===== src/rtl/oldland_wb_pkg.sv =====
// Shared types for the oldland posted-write buffer.
// Holds the cache-side FSM encoding, the 66-bit entry layout and its field offsets.
package oldland_wb_pkg;

    typedef enum logic [1:0] {
        ST_IDLE     = 2'd0,
        ST_RD_DRAIN = 2'd1,
        ST_RD_MEM   = 2'd2,
        ST_RESP     = 2'd3
    } wb_state_t;

    localparam int ENTRY_W  = 66;
    localparam int BSEL_LSB = 0;
    localparam int BSEL_W   = 4;
    localparam int DATA_LSB = 4;
    localparam int DATA_W   = 32;
    localparam int ADDR_LSB = 36;
    localparam int ADDR_W   = 30;

    typedef logic [ENTRY_W-1:0] wb_entry_t;

    function automatic wb_entry_t pack_entry(
        input logic [ADDR_W-1:0] addr,
        input logic [DATA_W-1:0] data,
        input logic [BSEL_W-1:0] bsel
    );
        return {addr, data, bsel};
    endfunction

endpackage


===== src/rtl/oldland_wb_fifo.sv =====
// Strict-order storage for posted writes: one push and one pop per cycle.
// Ports: push/wdata in, pop in, head out, full/empty/count status out.
module oldland_wb_fifo
    import oldland_wb_pkg::*;
#(
    parameter int DEPTH = 4,
    localparam int PTR_W = $clog2(DEPTH),
    localparam int CNT_W = PTR_W + 1
) (
    input  logic             clk,
    input  logic             rst_n,
    input  logic             push,
    input  logic             pop,
    input  wb_entry_t        wdata,
    output wb_entry_t        head,
    output logic             full,
    output logic             empty,
    output logic [CNT_W-1:0] count
);

    wb_entry_t        mem [DEPTH];
    logic [PTR_W-1:0] wr_ptr;
    logic [PTR_W-1:0] rd_ptr;
    logic             do_push;
    logic             do_pop;

    assign empty   = (count == '0);
    assign full    = (count == CNT_W'(DEPTH));
    assign do_pop  = pop & ~empty;
    // A full FIFO still accepts when the head leaves at the same edge.
    assign do_push = push & (~full | do_pop);
    assign head    = mem[rd_ptr];

    always_ff @(posedge clk or negedge rst_n) begin
        if (!rst_n) begin
            wr_ptr <= '0;
            rd_ptr <= '0;
            count  <= '0;
        end else begin
            if (do_push) wr_ptr <= wr_ptr + PTR_W'(1);
            if (do_pop)  rd_ptr <= rd_ptr + PTR_W'(1);
            unique case ({do_push, do_pop})
                2'b10:   count <= count + CNT_W'(1);
                2'b01:   count <= count - CNT_W'(1);
                default: count <= count;
            endcase
        end
    end

    always_ff @(posedge clk) begin
        if (do_push) mem[wr_ptr] <= wdata;
    end

endmodule


===== src/rtl/oldland_write_buffer.sv =====
// Posted-write buffer between the oldland cache and memory bus.
// Ports: c_* cache side, m_* memory side, wb_empty/wb_error status, err_clr.
module oldland_write_buffer
    import oldland_wb_pkg::*;
#(
    parameter int DEPTH = 4
) (
    input  logic        clk,
    input  logic        rst_n,
    input  logic        c_access,
    input  logic [29:0] c_addr,
    input  logic [31:0] c_wr_val,
    input  logic        c_wr_en,
    input  logic [3:0]  c_bytesel,
    output logic [31:0] c_data,
    output logic        c_ack,
    output logic        c_error,
    output logic        m_access,
    output logic [29:0] m_addr,
    output logic [31:0] m_wr_val,
    output logic        m_wr_en,
    output logic [3:0]  m_bytesel,
    input  logic [31:0] m_data,
    input  logic        m_ack,
    input  logic        m_error,
    output logic        wb_empty,
    output logic        wb_error,
    input  logic        err_clr
);

    localparam int CNT_W = $clog2(DEPTH) + 1;

    wb_state_t        state;
    wb_state_t        state_nxt;
    wb_entry_t        head;
    logic             full;
    logic             empty;
    logic [CNT_W-1:0] count;
    logic [CNT_W-1:0] cnt_nxt;
    logic             m_done;
    logic             push;
    logic             pop;
    logic             rd_done;
    logic             wr_issue;
    logic             rd_issue;
    logic             m_access_nxt;
    logic [31:0]      rsp_data;
    logic             rsp_err;

    assign m_done   = m_access & (m_ack | m_error);
    assign pop      = m_done & m_wr_en;
    assign rd_done  = m_done & ~m_wr_en;
    assign push     = (state == ST_IDLE) & c_access & c_wr_en
                    & (~full | pop);
    // New transactions only start from an idle bus, so a response
    // cycle is never also an issue cycle.
    assign wr_issue = ~m_access & ~empty;
    assign rd_issue = (state == ST_RD_DRAIN) & ~m_access & empty;

    assign m_access_nxt = m_done ? 1'b0 : (m_access | wr_issue | rd_issue);

    oldland_wb_fifo #(
        .DEPTH(DEPTH)
    ) u_fifo (
        .clk   (clk),
        .rst_n (rst_n),
        .push  (push),
        .pop   (pop),
        .wdata (pack_entry(c_addr, c_wr_val, c_bytesel)),
        .head  (head),
        .full  (full),
        .empty (empty),
        .count (count)
    );

    always_comb begin
        state_nxt = state;
        unique case (state)
            ST_IDLE: begin
                if (c_access) begin
                    if (!c_wr_en)  state_nxt = ST_RD_DRAIN;
                    else if (push) state_nxt = ST_RESP;
                end
            end
            ST_RD_DRAIN: if (rd_issue) state_nxt = ST_RD_MEM;
            ST_RD_MEM:   if (rd_done)  state_nxt = ST_RESP;
            ST_RESP:     state_nxt = ST_IDLE;
            default:     state_nxt = ST_IDLE;
        endcase
    end

    always_ff @(posedge clk or negedge rst_n) begin
        if (!rst_n) state <= ST_IDLE;
        else        state <= state_nxt;
    end

    always_ff @(posedge clk or negedge rst_n) begin
        if (!rst_n) begin
            m_access  <= 1'b0;
            m_addr    <= '0;
            m_wr_val  <= '0;
            m_wr_en   <= 1'b0;
            m_bytesel <= '0;
        end else begin
            m_access <= m_access_nxt;
            if (m_done) begin
                m_addr    <= '0;
                m_wr_val  <= '0;
                m_wr_en   <= 1'b0;
                m_bytesel <= '0;
            end else if (wr_issue) begin
                m_addr    <= head[ADDR_LSB +: ADDR_W];
                m_wr_val  <= head[DATA_LSB +: DATA_W];
                m_wr_en   <= 1'b1;
                m_bytesel <= head[BSEL_LSB +: BSEL_W];
            end else if (rd_issue) begin
                m_addr    <= c_addr;
                m_wr_val  <= '0;
                m_wr_en   <= 1'b0;
                m_bytesel <= c_bytesel;
            end
        end
    end

    always_comb begin
        cnt_nxt = count;
        if (push & ~pop)      cnt_nxt = count + CNT_W'(1);
        else if (pop & ~push) cnt_nxt = count - CNT_W'(1);
    end

    // A write's RESP must not reuse a stale read result, so the
    // response registers are cleared whenever a write is accepted.
    always_ff @(posedge clk or negedge rst_n) begin
        if (!rst_n) begin
            rsp_data <= '0;
            rsp_err  <= 1'b0;
            wb_error <= 1'b0;
            wb_empty <= 1'b0;
        end else begin
            if (rd_done) begin
                rsp_data <= m_error ? '0 : m_data;
                rsp_err  <= m_error;
            end else if (push) begin
                rsp_data <= '0;
                rsp_err  <= 1'b0;
            end
            if (pop & m_error) wb_error <= 1'b1;
            else if (err_clr)  wb_error <= 1'b0;
            wb_empty <= (cnt_nxt == '0) & ~m_access_nxt;
        end
    end

    assign c_ack   = (state == ST_RESP);
    assign c_data  = c_ack ? rsp_data : '0;
    assign c_error = c_ack & rsp_err;

endmodule


===== config.mk =====
export PLATFORM = sky130hd
export DESIGN_NAME = oldland_write_buffer
export DESIGN_NICKNAME = d
export VERILOG_FILES = /design/src/rtl/oldland_wb_pkg.sv /design/src/rtl/oldland_wb_fifo.sv /design/src/rtl/oldland_write_buffer.sv
export SDC_FILE = /design/constraint.sdc
export NUM_CORES = 1
export LEC_CHECK = 0
export CORE_UTILIZATION = 54
export DETAILED_ROUTE_END_ITERATION = 6
export PLACE_DENSITY_LB_ADDON = 0.3
export SYNTH_ARGS = -nofsm -noshare
export SYNTH_HDL_FRONTEND = slang
export SYNTH_SLANG_ARGS = --single-unit

===== constraint.sdc =====
create_clock -name clk -period 3.9 [get_ports clk]
set_input_delay 0.78 -clock clk [delete_from_list [all_inputs] [get_ports clk]]
set_output_delay 0.78 -clock clk [all_outputs]
set_load 0.05 [all_outputs]

==> run metrics, run 1 <==
Period minus WS final 3450 ps; Synth Area per Inst 19.9 sq um; P per Cell Area 763 mW/mm^2; CTS tree built; number of synthesized register bits 376; core box area 0.0262 sq mm; startpoint types flop; r2r worst-path depth 7; fmax 0.290 GHz; Layout area overhead 26.0%; global route overflow 0; Hold Crit Class in2async; CTS root buf clkbuf_16; Final Setup Violations 0; Longest Clk Path Bufs 3; setup repair bufs after CTS 0; Rel. slew slack 32.9%; largest net degree at the start of global routing 68; status finished with violations; synthesized area 0.0145 sq mm; commonest non-fill, non-tap cell in the layout edfxtp_1; fin crit share 88.5%; port buffer count 208; Ports 209; Final ANT Viol Nets 0; ant diodes 0; Chip Width 166 um; ratio of cells with drive above 1 in the final layout 18.7%; antenna violations before repair 0; Routed WL 29.1 mm; First-pass DRT Iterations 7; Leakage 6.65 nW; CTS clk-pin slew, worst paths 60 ps; Final TNS setup 0 ps; clk_lat worst skew 520 ps; # clock sinks 376; Netlist cell types 36; Layout Nets 1069; Critical Path RT 3120 ps; Multi-input gate area 0.00351 sq mm; kind of critical path reg2out; FF-to-FF End m_addr[21]; post-synthesis sequential area ratio 74.0%; CP Capture Type primary output; Post-CTS Hold Buffers 0; GRT Util Overall 22.0%; DR iter-0 viols 706; Clock Skew 12.2 ps; largest fanout on the critical path 34; Pins Over Slew Limit 0; Inserted Clock Buffers 38; starting density of the core 55.3%; syn_nets 848; R2R setup slack 1300 ps; fillers 1663; die area 0.0275 sq mm; cts repair resizes 0; first-pass GRT wire length 46.4 mm; synth warn 0; FP Rows 59; Critical path origin state[0]; DP HPWL 17.2 mm; Peak supply drop 0.657 mV; commonest cells after routing, fill and taps aside edfxtp_1, clkdlybuf4s50_1, dfrtp_1; sequential standard cell area 0.0107 sq mm; Die Span Y 166 um; Final Wtd Congestion 0.812; Final Hold Vio Count 0; via count 7704; Syn Inst Count 730; WL per Instance 22.2 um; number of global-route vias before repair 8117; vias per cell 5.86; DRC viols 21; Maximum Capacitance Violations 0; Final Hold Slack 402 ps; Reg-to-Reg Start u_fifo.count[0]; Worst Tran Pin Value 1010 ps; crit path capture c_error; Worst Path Arrival 2670 ps; RSZ-0062 raised after global routing no; H-tree Lvls 2; failing checks design-rule violations
power by group:
part           switching (mW)  leakage [nW]  internal, mW  total, mW
sequential              0.595          3.82          4.89       5.49
combinational            2.70          2.23          2.24       4.94
clock                    1.40         0.595          2.09       3.50
cell usage after synthesis:
library cell / number / area, sq um
o31a_1: 1 / 8.76
nand3_1: 2 / 10.0
a31oi_1: 2 / 12.5
buf_4: 9 / 67.6
mux2i_1: 4 / 40.0
a22o_1: 98 / 858
buf_6: 4 / 45.0
xnor2_1: 5 / 43.8
nand2_1: 4 / 15.0
nor3b_4: 1 / 18.8
buf_2: 9 / 45.0
o221ai_1: 1 / 8.76
dfrtp_1: 112 / 2800
mux2_2: 34 / 383
a22oi_1: 1 / 7.51
mux4_2: 66 / 1490
inv_1: 9 / 33.8
nor2b_1: 2 / 12.5
a21o_1: 2 / 15.0
a21boi_4: 1 / 18.8
nand3b_1: 1 / 7.51
ha_1: 13 / 163
o21ai_0: 8 / 40.0
a221oi_1: 1 / 8.76
o211ai_1: 1 / 7.51
nand2b_1: 1 / 6.26
nand4_1: 1 / 6.26
xor2_1: 2 / 17.5
clkbuf_1: 22 / 82.6
nor2_1: 5 / 18.8
nor3_1: 4 / 20.0
edfxtp_1: 264 / 7930
a21oi_1: 1 / 5.00
and4_1: 1 / 8.76
a41oi_1: 1 / 8.76
and2_1: 37 / 231
worst min path at each step:
stage | slack [ps] | endpoint | startpoint
global placement | 480 | rsp_data[12] | rsp_data[12]
floorplan | 470 | rsp_data[10] | rsp_data[10]
CTS | 440 | m_addr[25] | rst_n
global route | 480 | m_addr[25] | rst_n
detailed placement | 480 | rsp_data[18] | rsp_data[18]
finish | 400 | m_addr[29] | rst_n
cell families (layout without fill, tap and decap cells):
kind of cell,Yosys count,in the layout,share of synthesized area [%]
muxes,104,104,13.2
and+or+nand+nor,59,59,2.45
xor gates and xnor gates,7,7,0.423
buffers and inverters,53,302,1.89
AOI/OAI and AO/OA,118,118,6.90
adders and majority gates,13,13,1.12
DFF,376,376,74.0
stage by stage:
step	total power, mW	setup slack [ps]	instances	utilization, %	cell area (sq um)
after CTS	14.1	383	1314	69.7	18300
after global routing	14.5	235	1314	69.7	18300
after global placement	10.4	955	1246	65.0	17000
after detailed placement	10.5	909	1246	65.0	17000
after floorplan	9.00	331	730	-	14500
final	13.9	449	1314	69.7	18300
cell type report:
type,instances,area share [%]
tap,335,2.30
inverter,9,0.185
clock inverter,15,0.685
sequential,376,58.8
multi-input combinational,301,19.2
timing repair buffer,225,12.8
clock buffer,53,6.02
state kept, by name, summed over array words and instances (netlist names), 3 cells and up:
register / cells
u_fifo.count: 3
m_addr: 30
m_bytesel: 4
m_wr_val: 32
u_fifo.mem: 264
rsp_data: 32
metal layers:
metal | wire [um] | global-route usage, % | part of all wire, % | up-vias
li1 | - | - | - | 3382
met1 | 12500 | 31.8 | 43 | 4008
met2 | 14100 | 34.7 | 48 | 280
met3 | 2100 | 4.93 | 7.2 | 34
met4 | 416 | 5.00 | 1.4 | 0
met5 | 0 | 0 | 0 | -
critical path, stage by stage (launching register included):
cell and delay (ps):
dfrtp_1 370, ha_1 720, and2_1 260, clkdlybuf4s50_1 810
Power figures use the tool's default switching activity.
==> inputs of run 2 (changes only) <==
- GPL_TIMING_DRIVEN: not set -> 0
==> run 2 against run 1 <==
Clock power rose by 5.7%. Flip-flop and latch count unchanged. Critical endpoint is now c_data[26]. The run still ends with design-rule violations left. Via count rose by 1.8%. Worst hold slack lost 260 ps. Sequential power shrank 5.5%. Non-clock buffer count grew 32. First-iteration DRC count is 17% lower.
==> run metrics, run 2 (same netlist as run 1, synthesis figures left out) <==
most flop-heavy register u_fifo.mem; commonest cells after routing, fill and taps aside edfxtp_1, clkdlybuf4s50_1, dfrtp_1; Ports 209; CTS root buf clkbuf_16; power share of the clock group 26.0%; Final Hold Slack 143 ps; # clock sinks 376; Max stage delay cell, worst path clkdlybuf4s50_1; RSZ-0062 raised after global routing no; Hold Crit Class in2async; DR iter-0 viols 588; kind of critical path reg2out; Final Hold Vio Count 0; P_int 9.45 mW; status finished with violations; Comb power frac 37.5%; GRT Util Overall 22.2%; Leakage 6.73 nW; first-pass GRT wire length 46.6 mm; largest fanout on the critical path 10; Rel. slew slack 41.6%; DRC viols 21; antenna violations before repair 0; H-tree Lvls 2; CP Capture Type primary output; port buffer count 208; Critical Path Max Stage Delay 800 ps; fillers 1658; Critical Path RT 3120 ps; startpoint types flop; ratio of cells with drive above 1 in the final layout 18.9%; cts repair resizes 0; largest net degree at the start of global routing 88; Peak supply drop 0.457 mV; fmax 0.308 GHz; Final ANT Viol Nets 0; via count 7839; Overall Power 14.2 mW; Chip Width 166 um; ant diodes 0; CTS tree built; CP delay by family, top buffers and inverters; Worst Tran Pin Value 872 ps; Final Setup Violations 0; Maximum Capacitance Violations 0; Final Wtd Congestion 0.744; Post-CTS Hold Buffers 0; Switching Share 33.6%; starting density of the core 55.3%; Layout area overhead 27.1%; Die Span Y 166 um; Layout Nets 1102; WL per Instance 22.0 um; sequential cell fraction of total power 36.5%; CP Buf/Inv Count 2; CTS clk-pin slew, worst paths 60 ps; number of global-route vias before repair 8114; FP Rows 59; Top Registers u_fifo.mem x264, m_wr_val x32, rsp_data x32; Routed WL 29.6 mm; number of flip-flops in the largest register 264; die area 0.0275 sq mm; NetSw 4.79 mW; fin crit share 83.3%; global route overflow 0; vias per cell 5.82; Period minus WS final 3250 ps; Clock Skew 22.7 ps; clk_lat worst skew 520 ps; commonest non-fill, non-tap cell in the layout edfxtp_1; core box area 0.0262 sq mm; Inserted Clock Buffers 39; Worst Path Arrival 2470 ps; setup repair bufs after CTS 0; crit-path cells ha_1 > clkbuf_1 > and2_1 > clkdlybuf4s50_1; Pins Over Slew Limit 0; failing checks design-rule violations; DP HPWL 18.4 mm; Longest Clk Path Bufs 3; First-pass DRT Iterations 6; P per Cell Area 772 mW/mm^2
==> run 2: layout make-up <==
type	instances	area, sq um	share of cell area [%]
sequential	376	10700	58.2
multi-input combinational	301	3500	19.0
timing repair buffer	213	2220	12.1
clock buffer	53	1070	5.80
tap	335	419	2.27
buffer	44	240	1.30
clock inverter	17	215	1.17
inverter	9	33.8	0.183
==> run 2: power groups by stage <==
stage          registers, mW  clock network, mW  logic (mW)
2_1_floorplan           6.16                  0        2.84
3_3_place_gp            5.26                  0        5.27
3_5_place_dp            5.26                  0        5.38
4_1_cts                 5.19               3.77        5.41
5_1_grt                 5.25               3.93        5.68
6_report                5.19               3.70        5.34
==> run 2: final timing paths <==
kind | start | endpoint | slack [ps] | depth (start not counted)
setup / recovery | state[0] | c_data[26] | 650 | 4
hold / removal | rst_n | m_addr[19] | 140 | 1
setup reg to reg | state[0] | u_fifo.mem[2][41] | 1010 | 6
hold reg to reg | rsp_data[7] | rsp_data[7] | 490 | 1
max in group asynchronous | rst_n | m_wr_val[25] | 2990 | 2
min in group clk | rsp_data[7] | rsp_data[7] | 490 | 1
==> run 2: routing by layer <==
| metal | vias to the layer above | GRT usage [%] | share of wire [%] |
|---|---|---|---|
| li1 | 3457 | - | - |
| met1 | 4042 | 30.7 | 42 |
| met2 | 287 | 36.2 | 48 |
| met3 | 53 | 4.81 | 7.5 |
| met4 | 0 | 5.61 | 2.1 |
| met5 | - | 0 | 0 |
==> run 2: worst register-to-register path: stages, from the launching register on <==
cell and delay, ps:
dfrtp_1 390, inv_1 130, ha_1 230, nand3_1 200
a31oi_1 700, and2_4 590, buf_16 300
==> run 2: stage by stage <==
stage	cell area, sq um	std cells	worst slack (ps)	TNS [ps]	util [%]
finish	18400	1348	653	0	70.3
global route	18400	1348	458	0	70.3
CTS	18400	1348	595	0	70.3
detailed placement	17100	1278	309	0	65.4
global placement	17000	1273	-2780	-739010	64.8
floorplan	14500	730	331	0	-
==> RTL edit 1 (flow settings as in run 2) <==
`DEPTH` is set to 4 in 2 places; all go to 2.
--- a/src/rtl/oldland_wb_fifo.sv
+++ b/src/rtl/oldland_wb_fifo.sv
@@ -3,7 +3,7 @@
 module oldland_wb_fifo
     import oldland_wb_pkg::*;
 #(
-    parameter int DEPTH = 4,
+    parameter int DEPTH = 2,
     localparam int PTR_W = $clog2(DEPTH),
     localparam int CNT_W = PTR_W + 1
 ) (
--- a/src/rtl/oldland_write_buffer.sv
+++ b/src/rtl/oldland_write_buffer.sv
@@ -3,7 +3,7 @@
 module oldland_write_buffer
     import oldland_wb_pkg::*;
 #(
-    parameter int DEPTH = 4
+    parameter int DEPTH = 2
 ) (
     input  logic        clk,
     input  logic        rst_n,
Formal check against the unedited RTL: no difference found for any inputs over 4 cycles, from zero or initial values and one cycle with rst_n low; that may be too few to reach the edited logic, so the function may still have changed.
==> RTL edit 1 against run 2 <==
Wire length fell by 25%; non-clock buffer count decreased by 5; die area shrank 35%; setup slack worse by 0.17 ns; critical path depth unchanged; combinational power down 22%; fmax decreased by 4.9%; cell area shrank 31%; register-to-register slack gained 0.52 ns; sequential cell count is 135 lower; count of clock-buffer cells in the layout down 25; area after synthesis down 35%; total power is 29% lower; first-iteration DRC count is 26% lower; critical path type unchanged; largest cell class unchanged; largest power group unchanged.
==> RTL edit 1: results (changes against run 2) <==
* Status: finished, final reports clean
* Layout cells sized above 1 at 9.24% (-9.6 points)
* H-tree lvl count at 1 (-1)
* Vias per cell at 5.54 (-4.7%)
* Seq/total area at 52.9% (-5.3 points)
* Routing usage on met1 at 32.2% (+1.5 points)
* Post-Route WL at 22.3 mm (-25%)
* NonClk Buf Share at 19.0% (+5.6 points)
* Compound-Gate Fraction of Synth Area at 9.44% (+2.5 points)
* Initial DRC count at 434 (-26%)
* Slew HR at 53.5% (+12 points)
* Multi-input gates at 384 (+28%)
* Leakage power at 5.04 nW (-25%)
* DR WL met3 at 1.28 mm (-42%)
* Syn nets at 785 (-7.4%)
* Largest net degree at the start of global routing at 63 (-28%)
* All-Layer GR Usage at 25.3% (+3.1 points)
* Clk_lat worst skew at 0.52 ns (about the same)
* Final clock-cell share at 6.36% (-0.61 points)
* Inverter count at 8 (-1)
* Drt first pass iters at 4 (-2)
* Fill cells at 1,073 (-35%)
* #FFs+latches synth at 241 (-36%)
* DRT met1 WL at 9.00 mm (-28%)
* Signal buffers at 252 (-1.9%)
* Grt met2 use at 43.5% (+7.3 points)
* Largest cells by area after synthesis: edfxtp_1 42%, dfrtp_1 29%, mux2i_1 7.4%, a22o_1 3.0%, nand2_1 2.9%
* Area of the multi-input gates at 0.00245 mm^2 (-30%)
* Worst-path clk slew at 0.06 ns (about the same)
* Routed wl met2 at 11.3 mm (-21%)
* Top cells by count, synth: 132 x edfxtp_1, 109 x dfrtp_1, 72 x nand2_1, 69 x mux2i_1
* Leading registers by flop count: u_fifo.mem (132), m_wr_val (32), rsp_data (32)
* Fin nets at 1,025 (-7.0%)
* # clk buffers at 28 (-47%)
* Synth Area in Adders at 1.07% (-0.054 points)
* Sequential area share after synthesis at 71.4% (-2.6 points)
* Top cell type's share of synthesized area at 42.3% (-12 points)
* Initial antenna violation count at 0 (unchanged)
* Met3 usage at 4.60% (-0.21 points)
* Crit path launch: state[1]
* RD Place Congestion at 0.812 (+9.2%)
* Post-synthesis mux area share at 7.37% (-5.8 points)
* Xor/xnor share of the synthesized area at 0.374% (-0.049 points)
* Total CTS buffers at 25 (-36%)
* Worst-case vdd ir drop at 0.471 mV (+2.9%)
==> RTL edit 1: cell types whose count changed after synthesis, moves of 15 or more <==
cell      change
o21ai_0      +31
mux2_2       -34
edfxtp_1    -132
a21oi_1      +35
nor2_1       +34
buf_2        +17
clkbuf_1     -15
nand2_1      +68
mux4_2       -66
mux2i_1      +65
o21ai_1      +30
a22o_1       -66
==> RTL edit 1: worst paths after layout <==
| check | end | slack (ns) |
|---|---|---|
| max in group asynchronous | m_addr[7] | 2.84 |
| min | m_wr_val[27] | 0.31 |
| min reg2reg | m_bytesel[1] | 0.48 |
| max | c_data[19] | 0.48 |
| max reg2reg | u_fifo.mem[1][26] | 1.53 |
| min in group clk | m_bytesel[1] | 0.48 |
==> RTL edit 1: worst reg2reg max path, cell delays in order, from the launching register on <==
cell and delay (ns):
dfrtp_1 0.41, inv_1 0.14, ha_1 0.23, nand3_1 0.15
nand2b_1 0.33, nor2_4 0.51, buf_12 0.28
==> RTL edit 1: kinds of logic after synthesis <==
logic type / after synthesis
buf+inv: 47
flops: 241
mux: 69
simple gates: 157
fa+ha+maj: 8
xor+xnor: 4
compound gates: 146
==> RTL edit 1: per-stage QoR <==
step	util [%]	total power [mW]	TNS [ns]	instance area, um^2	instances
after floorplan	-	6.35	-84.31	9370	672
after global placement	70.0	7.62	-634.26	11700	1100
after detailed placement	70.7	7.80	0	11800	1105
after CTS	75.5	10.1	0	12600	1151
after global routing	75.5	10.5	0	12600	1151
final	75.5	10.1	0	12600	1151
==> RTL edit 1: power by group <==
part | switching (mW) | leakage [nW] | internal, mW
sequential | 0.309 | 2.61 | 3.27
combinational | 2.70 | 2.03 | 1.49
clock | 0.979 | 0.396 | 1.34
total | 3.99 | 5.04 | 6.09
==> RTL edit 2 (settings of run 2) <==
Made on the original files. Re-encode `wb_state_t` (4 states) as one-hot, 4 bits wide.
--- a/src/rtl/oldland_wb_pkg.sv
+++ b/src/rtl/oldland_wb_pkg.sv
@@ -2,11 +2,11 @@
 // Holds the cache-side FSM encoding, the 66-bit entry layout and its field offsets.
 package oldland_wb_pkg;
 
-    typedef enum logic [1:0] {
-        ST_IDLE     = 2'd0,
-        ST_RD_DRAIN = 2'd1,
-        ST_RD_MEM   = 2'd2,
-        ST_RESP     = 2'd3
+    typedef enum logic [3:0] {
+        ST_IDLE     = 4'b0001,
+        ST_RD_DRAIN = 4'b0010,
+        ST_RD_MEM   = 4'b0100,
+        ST_RESP     = 4'b1000
     } wb_state_t;
 
     localparam int ENTRY_W  = 66;
Function: no difference found for any inputs over 4 cycles, from zero or initial values and one cycle with rst_n low; so few cycles prove little.
==> RTL edit 2 against run 2 <==
The run still ends with DRC left; area after synthesis hardly changed; register-to-register slack better by 0.14 ns; hold slack better by 0.045 ns; sequential cell count is 2 higher; core utilization hardly changed; largest cell class unchanged; sequential share of layout area is 0.31 points higher; wire length is 0.26% lower; setup slack worse by 0.45 ns; cell area hardly changed; total power is 0.93% higher; global-route usage hardly changed.
==> RTL edit 2: results (changes against run 2) <==
* Worst-case vdd ir drop at 0.462 mV (+1.2%)
* Vias in the first global route at 8,370 (+3.2%)
* Post-Route WL at 29.6 mm (-0.26%)
* Synth cell types at 47 (+31%)
* Reg2reg end: m_addr[23]
* Initial DRC count at 552 (-6.1%)
* Status: finished with violations
* Drt drc at 15 (-29%)
* Syn nets at 850 (+0.24%)
* Post-synth ARST share at 30.2% (+0.37 points)
* Post-synthesis mux area share at 13.0% (-0.21 points)
* Post-placement cell count at 1,285 (+0.55%)
* Largest net degree at the start of global routing at 71 (-19%)
* Area of placed instances at 0.0171 mm^2 (about the same)
* Top cells by count, synth: 264 x edfxtp_1, 113 x dfrtp_1, 98 x a22o_1, 66 x mux4_2, 34 x mux2_2
* Largest cells by area after synthesis: edfxtp_1 55%, dfrtp_1 20%, mux4_2 10%, a22o_1 5.9%, mux2_2 2.6%
* Failing checks: DRC
* HPWL Detailed at 18.6 mm (+1.3%)
* Met3 usage at 4.48% (-0.33 points)
* Grt met2 use at 36.8% (+0.57 points)
* R2r worst-path depth at 7 (+1)
* Non-filler cells, final at 1,355 (+0.52%)
* RD Place Congestion at 0.757 (+1.7%)
* DR WL met3 at 1.85 mm (-17%)
* Post-synthesis cell count at 737 (+0.96%)
* Leakage power at 6.69 nW (-0.58%)
* Fin nets at 1,104 (+0.18%)
* Reg-to-reg startpoint: u_fifo.count[0]
## RTL edit 2: worst max-delay path, stage by stage (launching register included)
cell             delay [ns]
dfrtp_1                0.37
buf_6                  0.14
nor4b_2                0.58
clkbuf_1               0.33
and2_1                 0.18
clkdlybuf4s50_1        0.82
## RTL edit 2: what timing repair did
item | CTS | global route
resized for setup | 1 | 0
endpoints found under the setup margin | 30 | 0
hold buffers | 0 | 0
## RTL edit 2: logic make-up after synthesis
| family | count (synthesis) |
|---|---|
| buffers and inverters | 52 |
| AOI/OAI and AO/OA | 114 |
| muxes | 101 |
| DFF | 378 |
| xor gates and xnor gates | 9 |
| adders and majority gates | 8 |
| and+or+nand+nor | 75 |
## RTL edit 2: final cells by class
| cell class | count | area (um^2) |
|---|---|---|
| repair buffers | 213 | 2210 |
| fillers | 1655 | 7790 |
| clock buffers | 55 | 1100 |
| inverters | 7 | 28.8 |
| well taps | 335 | 419 |
| clock inverters | 15 | 179 |
| flip-flops and latches | 378 | 10800 |
| multi-input cells | 307 | 3510 |
| plain buffers | 45 | 191 |
## RTL edit 2: worst max-delay path by stage
stage          startpoint            to  slack [ns]  depth (start not counted)
2_1_floorplan    state[1]    c_data[22]        0.90                          4
3_3_place_gp        rst_n  m_wr_val[16]       -2.92                          1
3_5_place_dp     state[1]    c_data[26]        0.37                          5
4_1_cts          state[1]    c_data[26]        0.15                          5
5_1_grt          state[0]     c_data[2]       0.009                          5
6_report         state[1]    c_data[15]        0.20                          5
## RTL edit 2: power breakdown
| group | switching (mW) | internal, mW |
|---|---|---|
| Combinational | 2.97 | 2.25 |
| Sequential | 0.358 | 5.10 |
| Clock | 1.46 | 2.22 |
